## src/rtl/alu_slice_card.sv

```systemverilog
// Serial ALU card: INC/SUB/ADD/DEC computed SLICEWIDTH bits per falling clock edge.
// A completed result and its carry are published together; flags derive from them only.
module alu_slice_card #(
    parameter int DATAWIDTH  = 16,
    parameter int SLICEWIDTH = 4
) (
    input  logic                 clk,
    input  logic                 rst_n,
    input  logic [DATAWIDTH-1:0] data_in,
    input  logic [DATAWIDTH-1:0] addr_in,
    input  logic                 src_sel,
    input  logic [1:0]           ld,
    input  logic [1:0]           op,
    input  logic                 rd,
    output logic [DATAWIDTH-1:0] data_out,
    output logic                 data_oe,
    output logic                 done,
    output logic                 lez,
    output logic                 zero,
    output logic                 neg,
    output logic                 carry
);

    localparam int NSLICE = DATAWIDTH / SLICEWIDTH;
    localparam int IDXW   = (NSLICE > 1) ? $clog2(NSLICE) : 1;

    localparam logic [1:0] OP_INC = 2'b00;
    localparam logic [1:0] OP_SUB = 2'b01;
    localparam logic [1:0] OP_ADD = 2'b10;
    localparam logic [1:0] OP_DEC = 2'b11;

    typedef enum logic {
        IDLE,
        CALC
    } state_t;

    state_t                 state_q, state_d;
    logic [DATAWIDTH-1:0]   a_q, a_d;
    logic [DATAWIDTH-1:0]   b_q, b_d;
    logic [1:0]             opl_q, opl_d;
    logic [DATAWIDTH-1:0]   acc_q, acc_d;
    logic                   cy_q, cy_d;
    logic [IDXW-1:0]        idx_q, idx_d;
    logic [DATAWIDTH-1:0]   result_q, result_d;
    logic                   carry_q, carry_d;

    logic [DATAWIDTH-1:0]   src;
    logic [DATAWIDTH-1:0]   x_op, y_op;
    logic [SLICEWIDTH-1:0]  x_s, y_s;
    logic [SLICEWIDTH:0]    slice_res;

    function automatic logic [SLICEWIDTH:0] slice_add(
        input logic [SLICEWIDTH-1:0] x,
        input logic [SLICEWIDTH-1:0] y,
        input logic                  c
    );
        return {1'b0, x} + {1'b0, y} + {{SLICEWIDTH{1'b0}}, c};
    endfunction

    assign src = src_sel ? data_in : addr_in;

    // Operand mapping: SUB is B + ~A + 1, DEC is A + all-ones with no carry-in.
    always_comb begin
        x_op = a_q;
        y_op = '0;
        case (opl_q)
            OP_INC: begin x_op = a_q; y_op = '0;  end
            OP_SUB: begin x_op = b_q; y_op = ~a_q; end
            OP_ADD: begin x_op = b_q; y_op = a_q; end
            OP_DEC: begin x_op = a_q; y_op = '1;  end
            default: begin x_op = a_q; y_op = '0; end
        endcase
        x_s       = x_op[int'(idx_q)*SLICEWIDTH +: SLICEWIDTH];
        y_s       = y_op[int'(idx_q)*SLICEWIDTH +: SLICEWIDTH];
        slice_res = slice_add(x_s, y_s, cy_q);
    end

    always_comb begin
        state_d  = state_q;
        a_d      = a_q;
        b_d      = b_q;
        opl_d    = opl_q;
        acc_d    = acc_q;
        cy_d     = cy_q;
        idx_d    = idx_q;
        result_d = result_q;
        carry_d  = carry_q;

        if (ld != 2'b00) begin
            // A load always wins, aborting any operation in flight.
            a_d     = ld[0] ? src : a_q;
            b_d     = ld[1] ? src : b_q;
            opl_d   = op;
            idx_d   = '0;
            cy_d    = (op == OP_INC) || (op == OP_SUB);
            state_d = CALC;
        end else if (state_q == CALC) begin
            acc_d[int'(idx_q)*SLICEWIDTH +: SLICEWIDTH] = slice_res[SLICEWIDTH-1:0];
            cy_d = slice_res[SLICEWIDTH];
            if (idx_q == IDXW'(NSLICE - 1)) begin
                result_d = acc_d;
                carry_d  = slice_res[SLICEWIDTH];
                state_d  = IDLE;
            end else begin
                idx_d = idx_q + IDXW'(1);
            end
        end
    end

    always_ff @(negedge clk or negedge rst_n) begin
        if (!rst_n) begin
            state_q  <= IDLE;
            a_q      <= '0;
            b_q      <= '0;
            opl_q    <= OP_INC;
            acc_q    <= '0;
            cy_q     <= 1'b0;
            idx_q    <= '0;
            result_q <= '0;
            carry_q  <= 1'b0;
        end else begin
            state_q  <= state_d;
            a_q      <= a_d;
            b_q      <= b_d;
            opl_q    <= opl_d;
            acc_q    <= acc_d;
            cy_q     <= cy_d;
            idx_q    <= idx_d;
            result_q <= result_d;
            carry_q  <= carry_d;
        end
    end

    assign data_out = result_q;
    assign data_oe  = rd;
    assign done     = (state_q == IDLE);
    assign zero     = (result_q == '0);
    assign neg      = result_q[DATAWIDTH-1];
    assign lez      = neg | zero;
    assign carry    = carry_q;

endmodule

```

## config.mk

```make
export PLATFORM = sky130hd
export DESIGN_NAME = alu_slice_card
export DESIGN_NICKNAME = d
export VERILOG_FILES = /design/src/rtl/alu_slice_card.sv
export SDC_FILE = /design/constraint.sdc
export NUM_CORES = 1
export LEC_CHECK = 0
export CORE_MARGIN = 1
export CORE_UTILIZATION = 35
export DETAILED_ROUTE_END_ITERATION = 10
export RECOVER_POWER = 50
export SLEW_MARGIN = 20
export SYNTH_ARGS = -nofsm -noshare
export SYNTH_HDL_FRONTEND = slang
export SYNTH_SLANG_ARGS = --single-unit
```

## constraint.sdc

```tcl
create_clock -name clk -period 3.3 [get_ports clk]
set_input_delay 0.33 -clock clk [delete_from_list [all_inputs] [get_ports clk]]
set_output_delay 0.33 -clock clk [all_outputs]
set_load 0.005 [all_outputs]
```

; After elaboration in Yosys (flattened, before gate mapping)
; Index checks and enable logic that the tools add are counted.
[word_totals]
output_inout_bits = 22
ff_bits = 71
elab_cells = 52
in_bits = 40
[op_classes]
shift = 4
mux = 12
add_sub_neg = 4
eq_ne = 6
n_bitwise = 4
n_reduce_logical = 13
[ops]
columns = operator, n
row1 = $pmux 16 s4, 1
row2 = $neg 4->33, 1
row3 = $shift 4x33->16 const A, 1
row4 = $shiftx 4x33->16, 1
row5 = $pmux 16 s2, 1
row6 = $shiftx 16x5->4, 2
row7 = $bwmux 16, 1
row8 = $logic_not 16->1, 1
row9 = $mux 16, 1
row10 = $not 16->16, 1
row11 = $reduce_and 2->1, 4
row12 = $eq 2x2->1 const B, 3
row13 = $mux 2, 3
row14 = $add 4x4->5, 1
row15 = $add 5x1->5, 1
row16 = $mux 1, 5
row17 = $eq 2x1->1 const B, 2
row18 = $logic_not 2->1, 2
row19 = $reduce_bool 2->1, 2
row20 = $reduce_or 2->1, 2
row21 = $reduce_and 3->1, 1
row22 = $add 2x1->2 const B, 1
row23 = $ne 2x2->1 const B, 1
row24 = $not 1->1, 2
row25 = other kinds (2), 2

; Depth between registers and ports, before layout
; Gate-level depths: netlist of the first run.
[logic_depth]
ltp_word = 8
ltp_mapped = 11
depth_no_buf = 10

==> results of run 1 <==
-- routing by layer --
metal  GRT usage [%]  part of all wire, %  vias up
li1                -                    -     1484
met3            3.10                  4.5       11
met2            28.5                   49       95
met4            6.36                  1.4        0
met5               0                    0        -
met1            21.6                   45     1431
-- worst reg2reg max path, delay by kind of cell (launching register included) --
family / cells / cell delay, ns
xor+xnor: 1 / 0.27
buf+inv: 1 / 0.20
simple gates: 3 / 0.54
compound gates: 2 / 0.44
flops: 1 / 0.57
mux: 1 / 0.56
fa+ha+maj: 1 / 0.36
-- path summary, 6_finish.rpt --
| path | endpoint | startpoint | cells past startpoint | slack, ns |
|---|---|---|---|---|
| max reg2reg | acc_q[15] | opl_q[0] | 9 | 0.21 |
| max | lez | data_out[15] | 4 | -0.11 |
| min reg2reg | acc_q[8] | acc_q[8] | 2 | 0.43 |
| min in group asynchronous | data_out[12] | rst_n | 2 | 1.77 |
| min | acc_q[8] | acc_q[8] | 2 | 0.43 |
| max in group asynchronous | b_q[12] | rst_n | 2 | 0.84 |
-- cell usage in the layout (no fill, tap or decap), types with 4 or more instances in the layout --
cell / count
dfrtn_1: 71
a21oi_1: 52
nor2_1: 47
clkdlybuf4s50_1: 39
buf_4: 33
nand2_1: 26
mux2i_1: 18
dlygate4sd2_1: 15
o21ai_1: 14
nor2b_1: 10
nor3_1: 10
clkbuf_8: 10
ha_1: 9
mux4_1: 8
inv_1: 6
nand2b_1: 6
clkbuf_1: 6
mux2_1: 5
nand3b_1: 5
mux4_2: 4
nor4_2: 4
a22o_1: 4
o21a_1: 4
a32o_1: 4
o2111a_1: 4
-- flip-flops by register name, summed over array words and instances (netlist names) --
name      cells
a_q          16
acc_q        16
b_q          16
carry         1
cy_q          1
data_out     16
idx_q         2
opl_q         2
state_q       1
-- cells by family (layout without fill, tap and decap cells) --
family	Yosys count	count (layout)	synth area share [%]
buf+inv	32	122	3.98
compound gates	89	89	13.9
flops	71	71	46.4
xor+xnor	4	4	1.40
simple gates	124	124	16.3
mux	35	35	14.0
fa+ha+maj	11	11	3.98
-- cells in the mapped netlist, types with 5 or more instances --
| library cell | count | area [sq um] |
|---|---|---|
| nor3_1 | 10 | 50.1 |
| nand3b_1 | 5 | 37.5 |
| nor2_1 | 47 | 176 |
| inv_1 | 6 | 22.5 |
| mux2_1 | 5 | 56.3 |
| mux2i_1 | 18 | 180 |
| a21oi_1 | 52 | 260 |
| ha_1 | 9 | 113 |
| o21ai_1 | 14 | 70.1 |
| nand2_1 | 26 | 97.6 |
| dfrtn_1 | 71 | 1780 |
| nor2b_1 | 10 | 62.6 |
| mux4_1 | 8 | 210 |
| nand2b_1 | 6 | 37.5 |
| buf_2 | 10 | 50.1 |
| clkbuf_1 | 10 | 37.5 |
-- per-stage QoR --
stage                     setup slack, ns  area (sq um)  hold slack (ns)
after global placement             -0.267          4810            0.431
after CTS                          -0.139          5000            0.432
after floorplan                     0.146          3830            0.408
after detailed placement           -0.317          4810            0.432
after global routing               -0.189          4970            0.448
final                              -0.110          4970            0.434
-- power groups by stage --
stage	Clock, mW	Sequential, mW	Combinational [mW]
after global placement	0	1.05	0.751
final	0.686	1.04	0.737
after global routing	0.743	1.06	0.816
after detailed placement	0	1.06	0.757
after floorplan	0	1.05	0.394
after CTS	0.701	1.04	0.748
-- area by class of cell --
type / count / share of cell area, %
clock buffers: 12 / 2.92
clock inverters: 4 / 0.906
inverters: 8 / 0.705
multi-input cells: 263 / 39.0
flip-flops and latches: 71 / 35.8
well taps: 136 / 3.42
repair buffers: 98 / 17.3
-- what timing repair did --
item / CTS / global route
resized for setup: 27 / 4
hold endpoints to repair: 0 / 0
pin swaps: 3 / 3
endpoints found under the setup margin: 19 / 14
==> results.md, run 1 <==
- Outcome: complete, but fails checks
- Failing checks: negative setup slack
- Routed WL per cell: ~15 microns
- Lkg Pwr: roughly 2.2 nW
- Final wirelength: slightly below 9000 microns
- Non-Filler Instances: 592
- DRC viols: 0
- Final GP Congestion: 0.815
- CTS Sinks: 71
- CP delay by family, top: simple AND/OR/NAND/NOR gates
- Drt pass-1 iters: 4
- Endpoints failing setup: 4
- Post-synthesis cell count: approximately 370
- Final Slew Violations: 0
- Mapped cell area: 3830 sq um
- Syn Nets: 417
- Comb power frac: 29.9%
- Fillers: 1025
- Skew final: about 0.0058 ns
- Placeable Area: 10500 sq um
- Worst-path fanout max: 2
- Setup bufs post-CTS: 0
- Final core occ: 47.5%
- CTS root buffer: clkbuf_8
- NumNets Final: 502
- CP bufs+invs: 1
- Num CTS Buffers: 9
- Asr flop ratio synth: 100%
- Yosys warning count: 0
- Setup crit start kind: register
- Area growth syn-to-layout: 29.7%
- TNS Setup: -0.290 ns
- MaxCap Viol Count: 0
- Hold Path Class: register to register
- DRT antenna net count: 0
- H-tree depth: 3
- Mean post-synth cell area: roughly 10 sq um
- Switching pwr: approximately 750 uW
- Slew @ Worst Pin: 0.978 ns
- Multi-input logic area: 1940 sq um
- Total Routing Usage GR: 16.9%
- Int Pwr: 1.72 mW
- Clock power share: between 20 and 30%
- Die Wd: 107 microns
- Flop pwr share: 42.3%
- Worst relative slew slack: 34.8%
- Initial drt markers: 95
- P per Cell Area: 496 nW/um^2
- EDFF count, synth: 0
- Die Y: 107 microns
- Die Footprint: approximately 11000 sq um
- Port Buf Inserts: 59
- Tot Pwr: between 2 and 2.5 mW
- Post-synthesis sequential area ratio: between 40 and 50%
- Hold buffers post-CTS: 0
- Vias per Instance: 5.10
- Switching part of the total power: 30.3%
- CTS tree: yes
- First-pass GRT wire length: 15000 microns
- Initial Utilization: 36.6%
- Storage element area: 1780 sq um
- CP max stage cell: dfrtn_1
- Dpl cells: approximately 580
- Critical-path cell list: nor4_2, and4_1, or2_4, buf_6
- Synth cell types: 47
- Post-synth top flop: dfrtn_1
- Max clock buf depth: 2
- Worst Setup End Kind: output port
- Global route total overflow: 0
- Share of post-route cells with drive strength above 1: roughly 15%
- Final hold viol count: 0
- Number of global-route vias before repair: 3076
- Seq cells post-synth: 71
- Fin worst setup slack: -0.110 ns
- Clock Latency Late Sink: 0.33 ns
- Antenna violations before repair: 0
- Boundary Pins: 62
- Clock slew at reported path FFs: 0.05 ns
- DP HPWL: 6450 microns
- Worst EP required: 2.97 ns
- Crit path kind: register to output port
- RSZ-0062 raised after global routing: true
- Worst EP arrival: 3.08 ns
- FP Rows: 37
- Crit path largest cell delay: about 0.36 ns
- Diodes inserted: 0
- Vias: 3021
- Max VDD drop: 212 uV
- Largest net degree at the start of global routing: 72
Note: power is estimated with default switching activity, not from simulation.
==> run 2: changes to the inputs <==
- CTS_CLUSTER_SIZE: default -> 28
- HOLD_SLACK_MARGIN: default -> 0.08
==> results of run 2 <==
The final DEF is identical to that of run 1; final timing and power are the same.
==> run 3: changes to the inputs <==
- GPL_ROUTABILITY_DRIVEN: default -> 1
- GPL_TIMING_DRIVEN: default -> 0
==> run 3 against run 2 <==
  * The run still ends with negative setup slack left
  * Non-clock buffer count is 4 higher
  * Critical path depth is the same
  * Via count increased by 4.4%
  * Hold slack got worse by 0.0025 ns
  * Design area decreased by 0.71%
  * Clock-buffer cell count down 1
  * Sequential cell count stayed put
  * Global-route usage grew 1.4 points
  * Largest power group unchanged
==> results.md, run 3 (same netlist as run 1, synthesis figures left out) <==
- Outcome: complete, but fails checks
- Failing checks: negative setup slack
- Slew @ Worst Pin: 0.901 ns
- Crit path kind: register to output port
- Largest net degree at the start of global routing: 38
- CTS root buffer: clkbuf_8
- R2R setup slack: 0.15 ns
- Worst Setup End Kind: output port
- Port Buf Inserts: 57
- Clock slew at reported path FFs: 0.05 ns
- DP HPWL: 6870 microns
- Fillers: 1022
- Placeable Area: 10500 sq um
- Area growth syn-to-layout: 28.8%
- H-tree depth: 3
- Final wirelength: about 10000 microns
- Initial drt markers: ~130
- Setup crit start kind: register
- Commonest non-fill, non-tap cells in the layout: dfrtn_1 (71), a21oi_1 (50), nor2_1 (47)
- NumNets Final: 506
- Num CTS Buffers: 9
- DRT antenna net count: 0
- Hold Path Class: register to register
- Fin worst setup slack: -0.152 ns
- Routed WL per cell: 16.6 microns
- P per Cell Area: 481 nW/um^2
- Vias per Instance: 5.32
- Number of global-route vias before repair: between 3000 and 4000
- Drt pass-1 iters: 4
- CTS Sinks: 71
- Max VDD drop: 189 uV
- Vias: about 3200
- Final hold viol count: 0
- Die Y: ~110 microns
- DRC viols: 0
- Die Wd: 107 microns
- Commonest non-fill, non-tap cell in the layout: dfrtn_1
- FP Rows: 37
- Max clock buf depth: 2
- Final Slew Violations: 0
- Diodes inserted: 0
- Clock Latency Late Sink: 0.34 ns
- Lkg Pwr: 2.27 nW
- First-pass GRT wire length: 16000 microns
- Global route total overflow: 0
- CTS tree: yes
- Total Routing Usage GR: 18.4%
- MaxCap Viol Count: 0
- Worst EP required: 2.97 ns
- Skew final: around 0.0032 ns
- Final core occ: 47.2%
- Initial Utilization: approximately 37%
- Worst EP arrival: approximately 3.1 ns
- RSZ-0062 raised after global routing: true
- Antenna violations before repair: 0
- Worst-path fanout max: 3
- Endpoints failing setup: 13
- Tot Pwr: 2.38 mW
- Boundary Pins: 62
- Final GP Congestion: between 0.8 and 0.9
- Die Footprint: approximately 11000 sq um
- Worst relative slew slack: 40.0%
- Share of post-route cells with drive strength above 1: approximately 14%
[run 3: what timing repair did]
item	in CTS	in global routing
setup buffers	8	12
gates cloned	0	0
pin swaps	4	5
hold buffers	0	0
gates resized for setup	22	15
setup endpoints to repair	27	22
[run 3: layer usage]
metal / wire length (microns) / GRT usage, % / vias up
li1: - / - / 1491
met1: 4220 / 23.4 / 1526
met2: 4800 / 30.7 / 117
met3: 616 / 4.44 / 19
met4: 186 / 5.77 / 0
met5: 0 / 0 / -
[run 3: final timing paths]
check	from	endpoint	cells after the start
setup / recovery	data_out[10]	lez	4
hold / removal	acc_q[14]	acc_q[14]	2
setup reg to reg	idx_q[1]	acc_q[15]	9
hold reg to reg	acc_q[14]	acc_q[14]	2
max in group asynchronous	rst_n	b_q[2]	2
min in group asynchronous	rst_n	data_out[10]	1
[run 3: layout make-up]
type	instances	area, sq um	share of cell area (%)
inverter	8	35.0	0.710
buffer	24	123	2.48
clock buffer	11	141	2.87
timing repair buffer	78	743	15.1
sequential	71	1780	36.0
clock inverter	2	10.0	0.203
multi-input combinational	263	1940	39.2
tap	136	170	3.45
[run 3: power by group]
group / internal [mW] / switching [mW] / leakage (nW)
registers: 0.980 / 0.0720 / 0.876
clock network: 0.278 / 0.314 / 0.0809
logic: 0.359 / 0.372 / 1.32
[run 3: stage by stage]
step	instances	worst slack, ns	hold WS (ns)	cell area, sq um	TNS, ns
after floorplan	366	0.146	0.408	3830	0
after global placement	559	-2.02	0.425	4570	-148.31
after detailed placement	560	-0.254	0.435	4590	-6.15
after CTS	581	-0.168	0.440	4820	-0.254
after global routing	593	-0.206	0.449	4930	-2.02
final	593	-0.152	0.431	4930	-0.414
[run 3: critical path, cell delays in order (launching register included)]
cell and delay, ns:
dfrtn_1 0.37, nor4_2 0.32, and4_1 0.25, or2_4 0.12, buf_6 0.08
